$ cat src/rtl/reg_piso_tx.sv
// Parallel-in/serial-out transmit register with valid/ready load and first/last framing strobes.
// Optional even-parity trailer bit when the PARITY_EN macro is defined.
module reg_piso_tx #(
   parameter int WIDTH     = 4,
   parameter bit MSB_FIRST = 1'b1
) (
   input  logic             clk,
   input  logic             rst_n,
   input  logic             load_valid,
   input  logic [WIDTH-1:0] din,
   output logic             load_ready,
   output logic             sout,
   output logic             sout_valid,
   output logic             sout_first,
   output logic             sout_last,
   output logic             busy
);

   localparam int CW = $clog2(WIDTH + 1);
   localparam logic [CW-1:0] CNT_LAST = CW'(WIDTH - 1);

`ifdef PARITY_EN
   typedef enum logic [1:0] {IDLE, SHIFT, PARITY} state_t;
`else
   typedef enum logic {IDLE, SHIFT} state_t;
`endif

   state_t           state, state_next;
   logic [WIDTH-1:0] sreg, sreg_next;
   logic [CW-1:0]    cnt, cnt_next;
   logic             accept;
`ifdef PARITY_EN
   logic             par, par_next;
`endif

   always_ff @(posedge clk or negedge rst_n) begin
      if (!rst_n) begin
         state <= IDLE;
         sreg  <= '0;
         cnt   <= '0;
`ifdef PARITY_EN
         par   <= 1'b0;
`endif
      end else begin
         state <= state_next;
         sreg  <= sreg_next;
         cnt   <= cnt_next;
`ifdef PARITY_EN
         par   <= par_next;
`endif
      end
   end

   always_comb begin
      state_next = state;
      sreg_next  = sreg;
      cnt_next   = cnt;
`ifdef PARITY_EN
      par_next   = par;
`endif
      sout       = 1'b0;
      sout_last  = 1'b0;
      sout_valid = (state != IDLE);
      sout_first = (state == SHIFT) && (cnt == '0);

      case (state)
         SHIFT: begin
            sout = MSB_FIRST ? sreg[WIDTH-1] : sreg[0];
`ifndef PARITY_EN
            sout_last = (cnt == CNT_LAST);
`endif
         end
`ifdef PARITY_EN
         PARITY: begin
            sout      = par;
            sout_last = 1'b1;
         end
`endif
         default: ;
      endcase

      busy       = sout_valid;
      load_ready = (state == IDLE) || sout_last;
      accept     = load_valid && load_ready;

      // An accept in the final frame cycle overrides the normal wind-down, giving gapless frames.
      if (accept) begin
         state_next = SHIFT;
         sreg_next  = din;
         cnt_next   = '0;
`ifdef PARITY_EN
         par_next   = ^din;
`endif
      end else begin
         case (state)
            SHIFT: begin
               if (cnt == CNT_LAST) begin
`ifdef PARITY_EN
                  state_next = PARITY;
`else
                  state_next = IDLE;
`endif
                  sreg_next = '0;
                  cnt_next  = '0;
               end else begin
                  if (MSB_FIRST)
                     sreg_next = {sreg[WIDTH-2:0], 1'b0};
                  else
                     sreg_next = {1'b0, sreg[WIDTH-1:1]};
                  cnt_next = cnt + CW'(1);
               end
            end
`ifdef PARITY_EN
            PARITY: begin
               state_next = IDLE;
               par_next   = 1'b0;
            end
`endif
            default: state_next = IDLE;
         endcase
      end
   end

endmodule

$ cat config.mk
export PLATFORM = sky130hd
export DESIGN_NAME = reg_piso_tx
export DESIGN_NICKNAME = d
export VERILOG_FILES = /design/src/rtl/reg_piso_tx.sv
export SDC_FILE = /design/constraint.sdc
export NUM_CORES = 1
export LEC_CHECK = 0
export CORE_AREA = 4 4 41 43
export DETAILED_ROUTE_END_ITERATION = 10
export DIE_AREA = 0 0 45 47
export PLACE_DENSITY = 0.57
export SETUP_SLACK_MARGIN = 0.2
export SKIP_LAST_GASP = 1
export SYNTH_ARGS = -nofsm -noshare
export SYNTH_HDL_FRONTEND = slang
export SYNTH_SLANG_ARGS = --single-unit
$ cat constraint.sdc
create_clock -name clk -period 1.9 [get_ports clk]
set_clock_uncertainty 0.05 [all_clocks]
set_input_delay 0.38 -clock clk [delete_from_list [all_inputs] [get_ports clk]]
set_output_delay 0.38 -clock clk [all_outputs]
set_load 0.1 [all_outputs]
==> metrics.md, run 1 <==
| Metric | Value |
|---|---|
| GR Overflow Total | 0 |
| Post-synth ARST share | 100% |
| Met1 Use GR | 11.9% |
| Max Clk Rate | 591 MHz |
| Cell area after layout | 743 µm² |
| Placed cell areas | 638 µm² |
| Register bit total from synthesis | 8 |
| GR Util met2 | 17.5% |
| Largest net degree at the start of global routing | 18 |
| Clock transition at path regs | 60 ps |
| Worst reg2reg startpoint | cnt[0] |
| CP startpoint kind | register |
| Outcome | finished clean |
| Layout cells sized above 1 | 46.7% |
| Nets | 70 |
| Global Route Usage Sum | 10.8% |
| H-tree Lvls | 1 |
| Critical Path End Type | output port |
| Worst path arrival time | 1260 ps |
| Clk root buf | clkbuf_4 |
| Reg2Reg Setup Slack | 570 ps |
| Clock Path Buffers | 2 |
| Busiest metal layer after global routing | met2 |
| Hold Vio Cnt, Final | 0 |
| RD Place Congestion | 0.781 |
| Tightest Pin Transition | 382 ps |
| Min cycle time layout | 1690 ps |
| Post-synthesis net count | 51 |
| RSZ-0062 raised after global routing | yes |
| Synth warn | 0 |
| Chip height | 47 µm |
| Vias | 375 |
| Final WL | 947 µm |
| Mapped Cells | 42 |
| Pre-Repair DR Iteration Count | 3 |
| Via/cell ratio | 5.00 |
| Share of the synthesized area in the top cell type | 45.6% |
| Worst R2R Path Depth | 5 |
| WS Path Type | reg2out |
| Initial antenna violation count | 0 |
| Crit-path max cell delay | 420 ps |
| Max_cap viols | 0 |
| Syn_area_per_cell | 10.5 µm² |
| Setup TNS | 0 ps |
| Initial drt markers | 2 |
| Boundary Pins | 13 |
| Initial Util | 33.7% |
| Antenna cells | 0 |
| Setup violators final | 0 |
| DRT antenna net count | 0 |
| GR Util met3 | 2.68% |
| Worst r2r dst | sreg[3] |
| Total core area | 0.00130 mm² |
| CTS Hold Bufs | 0 |
| Clock latency on the worst-skew pair | 250 ps |
| Avg WL per Cell | 12.6 µm |
| DR DRC count | 0 |
| Row count | 13 |
| Most common cell in the synthesized netlist | dfrtp_1 |
| Largest fanout on the critical path | 2 |
| Final hold slack | 362 ps |
| Slowest cell on the critical path | dfrtp_1 |
| Sequential area share after synthesis | 45.6% |
| Final Cycle Share | 89.1% |
| Fin. max-slew vios | 0 |
| Port Buf Inserts | 12 |
| Synth cell types | 17 |
| Leading register cell type out of synthesis | dfrtp_1 |
| Sink Count | 8 |
| Fillers | 119 |
| Number of synthesized flops with an enable pin | 0 |
| Vias in the first global route | 357 |
| CP Cell Sequence | inv_2 -> ha_4 -> nand2_4 -> nor2_4 -> buf_12 |
| CTS tree | done |
| Die Width | 45 µm |
| Max-slew headroom | 74.5% |
| Die ar. | 0.00212 mm² |
| Post-layout util | 57.1% |
| List of most frequent post-synthesis cells | dfrtp_1, mux2i_1, o21ai_1 |
| Global-route wire length before repair | 1570 µm |
| Area grow syn2layout | 69.2% |
| Synth top area cells | dfrtp_1, mux2i_1, a32oi_1 |
| Required @ worst endpoint | 1470 ps |
| TritonCTS buffer count | 3 |
| HP Class | in2async |
| Netlist Area Pre-Place | 439 µm² |
| Post-DP HPWL | 681 µm |
| Area leader, netlist | dfrtp_1 |
## timing repair
action,in CTS,in global routing
gates resized for setup,4,7
cloned,0,0
buffers inserted,2,3
pin swaps,1,3
endpoints found under the setup margin,3,3
## cell usage in the layout, fill, tap and decap left out
| master | instances |
|---|---|
| and3b_4 | 1 |
| nand3_1 | 1 |
| dfrtp_1 | 6 |
| buf_4 | 5 |
| clkdlybuf4s50_1 | 6 |
| and2_1 | 1 |
| clkbuf_4 | 3 |
| a32oi_1 | 3 |
| nand2_2 | 1 |
| ha_4 | 2 |
| buf_12 | 6 |
| nor2_4 | 2 |
| dfrtp_4 | 1 |
| nand2b_4 | 1 |
| nand2_4 | 1 |
| inv_4 | 1 |
| o21ai_1 | 4 |
| nand2b_1 | 1 |
| dfrtp_2 | 1 |
| o21ai_0 | 1 |
| inv_2 | 2 |
| or3_1 | 1 |
| and2_4 | 1 |
| nand2_1 | 1 |
| clkbuf_1 | 1 |
| mux2i_1 | 5 |
| o31ai_1 | 1 |
## logic make-up after synthesis
group	synth area share, %
AO/OA/AOI/OAI	13.4
adder cells (fa/ha/maj)	5.70
buffers and inverters	8.55
flip-flops	45.6
multiplexers	11.4
AND/OR/NAND/NOR	15.4
## per-layer routing
metal  up-vias  part of all wire [%]
met2         7                    52
li1        186                     -
met5         -                     0
met1       182                    44
met3         0                   4.3
met4         0                     0
## final cells by class
type / count / area, µm² / area share (%)
timing repair buffer: 17 / 218 / 29.3
multi-input combinational: 28 / 262 / 35.2
clock buffer: 4 / 26.3 / 3.54
tap: 15 / 18.8 / 2.53
sequential: 8 / 205 / 27.6
inverter: 3 / 13.8 / 1.85
## state kept, by name (all words and copies together), names as in the netlist
name and cells:
sreg 4, busy 1, cnt 3
## worst max path at each step
stage,from,endpoint,slack [ps],cells after the start
final,cnt[1],sout_first,210,5
after global routing,cnt[1],sout_first,140,5
after CTS,cnt[0],sout_last,190,4
after detailed placement,load_valid,sreg[3],210,4
after global placement,load_valid,sreg[2],250,4
after floorplan,busy,sout_first,60,3
## worst max-delay path, delay by kind of cell (launching register included)
kind	cells	cell delay (ps)
fa+ha+maj	1	140
buf+inv	2	280
simple gates	2	180
flops	1	420
## metrics by stage
step / std cells / setup slack (ps)
after detailed placement: 66 / 213
after global routing: 75 / 143
after floorplan: 42 / 64.0
after CTS: 72 / 185
final: 75 / 207
after global placement: 66 / 253
Power of run 1 is not shown: default switching activity piles up to over one toggle a cycle in this logic, so the estimate is an artifact.
==> run 2: changes to the inputs <==
--- a/config.mk
+++ b/config.mk
@@ -14,3 +14,4 @@
 export SYNTH_ARGS = -nofsm -noshare
 export SYNTH_HDL_FRONTEND = slang
 export SYNTH_SLANG_ARGS = --single-unit
+export TNS_END_PERCENT = 20
==> run 2 against run 1 <==
Effect of this change: hold slack worse by 2.0 ps; count of clock-buffer cells in the layout is the same; cell count up 4.0%; critical path depth did not move; sequential share of layout area is 0.80 points lower; first-iteration DRC count increased to 5.0 times the previous value; register-to-register slack improved by 70 ps; flip-flop and latch count stayed put; largest cell class unchanged; global-route usage grew 1.1 points; via count rose by 2.4%; non-clock buffer count rose by 3.
==> metrics.md, run 2 (synthesis gave the netlist of run 1 again) <==
| Metric | Value |
|---|---|
| Initial antenna violation count | 0 (unchanged) |
| Clock Path Buffers | 2 (unchanged) |
| Clock transition at path regs | 60 ps (about the same) |
| Antenna cells | 0 (unchanged) |
| Initial drt markers | 10 (was 2) |
| CTS tree | done (unchanged) |
| Tightest Pin Transition | 402 ps (was 382 ps) |
| GR Overflow Total | 0 (unchanged) |
| Global Route Usage Sum | 11.9% (was 10.8%) |
| HP Class | in2async (unchanged) |
| Most frequent cells in the layout | buf_4, dfrtp_1, clkdlybuf4s50_1, buf_12, mux2i_1 (was dfrtp_1, clkdlybuf4s50_1, buf_12) |
| Fin. max-slew vios | 0 (unchanged) |
| Hold Vio Cnt, Final | 0 (unchanged) |
| Chip height | 47 µm (unchanged) |
| Worst r2r dst | sreg[1] (was sreg[3]) |
| Nets | 73 (was 70) |
| Layout cells sized above 1 | 46.0% (was 46.7%) |
| Post-DP HPWL | 684 µm (was 681 µm) |
| Row count | 13 (unchanged) |
| Initial Util | 33.7% (unchanged) |
| Largest fanout on the critical path | 2 (unchanged) |
| Port Buf Inserts | 12 (unchanged) |
| Worst path arrival time | 1270 ps (was 1260 ps) |
| Clk root buf | clkbuf_4 (unchanged) |
| Outcome | finished clean (unchanged) |
| CP startpoint kind | register (unchanged) |
| Avg WL per Cell | 13.9 µm (was 12.6 µm) |
| Required @ worst endpoint | 1470 ps (about the same) |
| Slowest cell on the critical path | dfrtp_1 (unchanged) |
| Multi-input logic area | 260 µm² (was 262 µm²) |
| Top reg by flops | sreg (unchanged) |
| Worst reg2reg startpoint | cnt[1] (was cnt[0]) |
| Vias in the first global route | 398 (was 357) |
| Total core area | 0.00130 mm² (unchanged) |
| Area grow syn2layout | 73.2% (was 69.2%) |
| Reg2Reg Setup Slack | 640 ps (was 570 ps) |
| Via/cell ratio | 4.92 (was 5.00) |
| Sequential Area | 204 µm² (was 205 µm²) |
| H-tree Lvls | 1 (unchanged) |
| Max-slew headroom | 73.1% (was 74.5%) |
| RD Place Congestion | 0.791 (was 0.781) |
| CP Cell Sequence | inv_2 -> ha_4 -> nand2_4 -> nor2_4 -> buf_12 (unchanged) |
| Fillers | 125 (was 119) |
| Commonest non-fill, non-tap cell in the layout | buf_4 |
| Die Width | 45 µm (unchanged) |
| Global-route wire length before repair | 1660 µm (was 1570 µm) |
| Final Cycle Share | 89.7% (was 89.1%) |
| Pre-Repair DR Iteration Count | 4 (was 3) |
| Min cycle time layout | 1700 ps (was 1690 ps) |
| RSZ-0062 raised after global routing | yes (unchanged) |
| WS Path Type | reg2out (unchanged) |
| Clock latency on the worst-skew pair | 260 ps (was 250 ps) |
| Boundary Pins | 13 (unchanged) |
| Crit-path max cell delay | 420 ps (about the same) |
| CTS Hold Bufs | 0 (unchanged) |
| Largest net degree at the start of global routing | 18 (unchanged) |
| Final WL | 1080 µm (was 947 µm) |
| Max Clk Rate | 587 MHz (was 591 MHz) |
| Sink Count | 8 (unchanged) |
| Setup violators final | 0 (unchanged) |
| Max reg flops | 4 (unchanged) |
| TritonCTS buffer count | 3 (unchanged) |
| Max_cap viols | 0 (unchanged) |
| Setup TNS | 0 ps (unchanged) |
| Critical Path End Type | output port (unchanged) |
| Die ar. | 0.00212 mm² (unchanged) |
| Vias | 384 (was 375) |
| DRT antenna net count | 0 (unchanged) |
| DR DRC count | 0 (unchanged) |
| Worst R2R Path Depth | 5 (unchanged) |
run 2: cell count changes in the layout (fill, tap and decap cells not counted), sizes merged:
| cell | before | now |
|---|---|---|
| buf | 11 | 14 |
run 2: routing by layer:
layer	up-vias	global-route usage, %	routed length, µm
met3	4	6.51	66
met1	180	9.77	443
met4	0	8.77	11
met5	-	0	0
li1	187	-	-
met2	13	21.2	559
run 2: worst max-delay path by stage:
stage            from          to  cells past startpoint
3_3_place_gp   cnt[0]  load_ready                      4
6_report       cnt[1]  sout_first                      5
4_1_cts        cnt[0]  sout_first                      5
5_1_grt        cnt[1]  sout_first                      5
2_1_floorplan  cnt[0]      cnt[0]                      4
3_5_place_dp   cnt[0]  load_ready                      4
run 2: stage by stage:
stage	instances	hold WS (ps)	setup slack (ps)	cell area [µm²]	util (%)
5_1_grt	78	361	144	761	58.5
6_report	78	360	196	761	58.5
2_1_floorplan	42	34.4	43.4	459	-
3_3_place_gp	67	425	280	639	49.1
4_1_cts	73	355	195	693	53.3
3_5_place_dp	67	436	229	639	49.1
run 2: cell type report:
| class | instances | area share, % |
|---|---|---|
| Multi-Input combinational cell | 28 | 34.2 |
| Timing Repair Buffer | 20 | 31.6 |
| Sequential cell | 8 | 26.8 |
| Clock buffer | 4 | 3.45 |
| Tap cell | 15 | 2.47 |
| Inverter | 3 | 1.48 |
run 2: worst max-delay path: cells and delay by family, from the launching register on:
kind | cells | cell delay (ps)
fa+ha+maj | 1 | 140
buf+inv | 2 | 280
flops | 1 | 420
simple gates | 2 | 170
run 2: repair_timing:
item                                    4_1_cts  5_1_grt
endpoints found under the setup margin        3        4
pin swaps                                     2        2
gates cloned                                  0        0
gates resized for setup                       4        7
setup buffers                                 2        5
Power of run 2 is left out for the same reason.
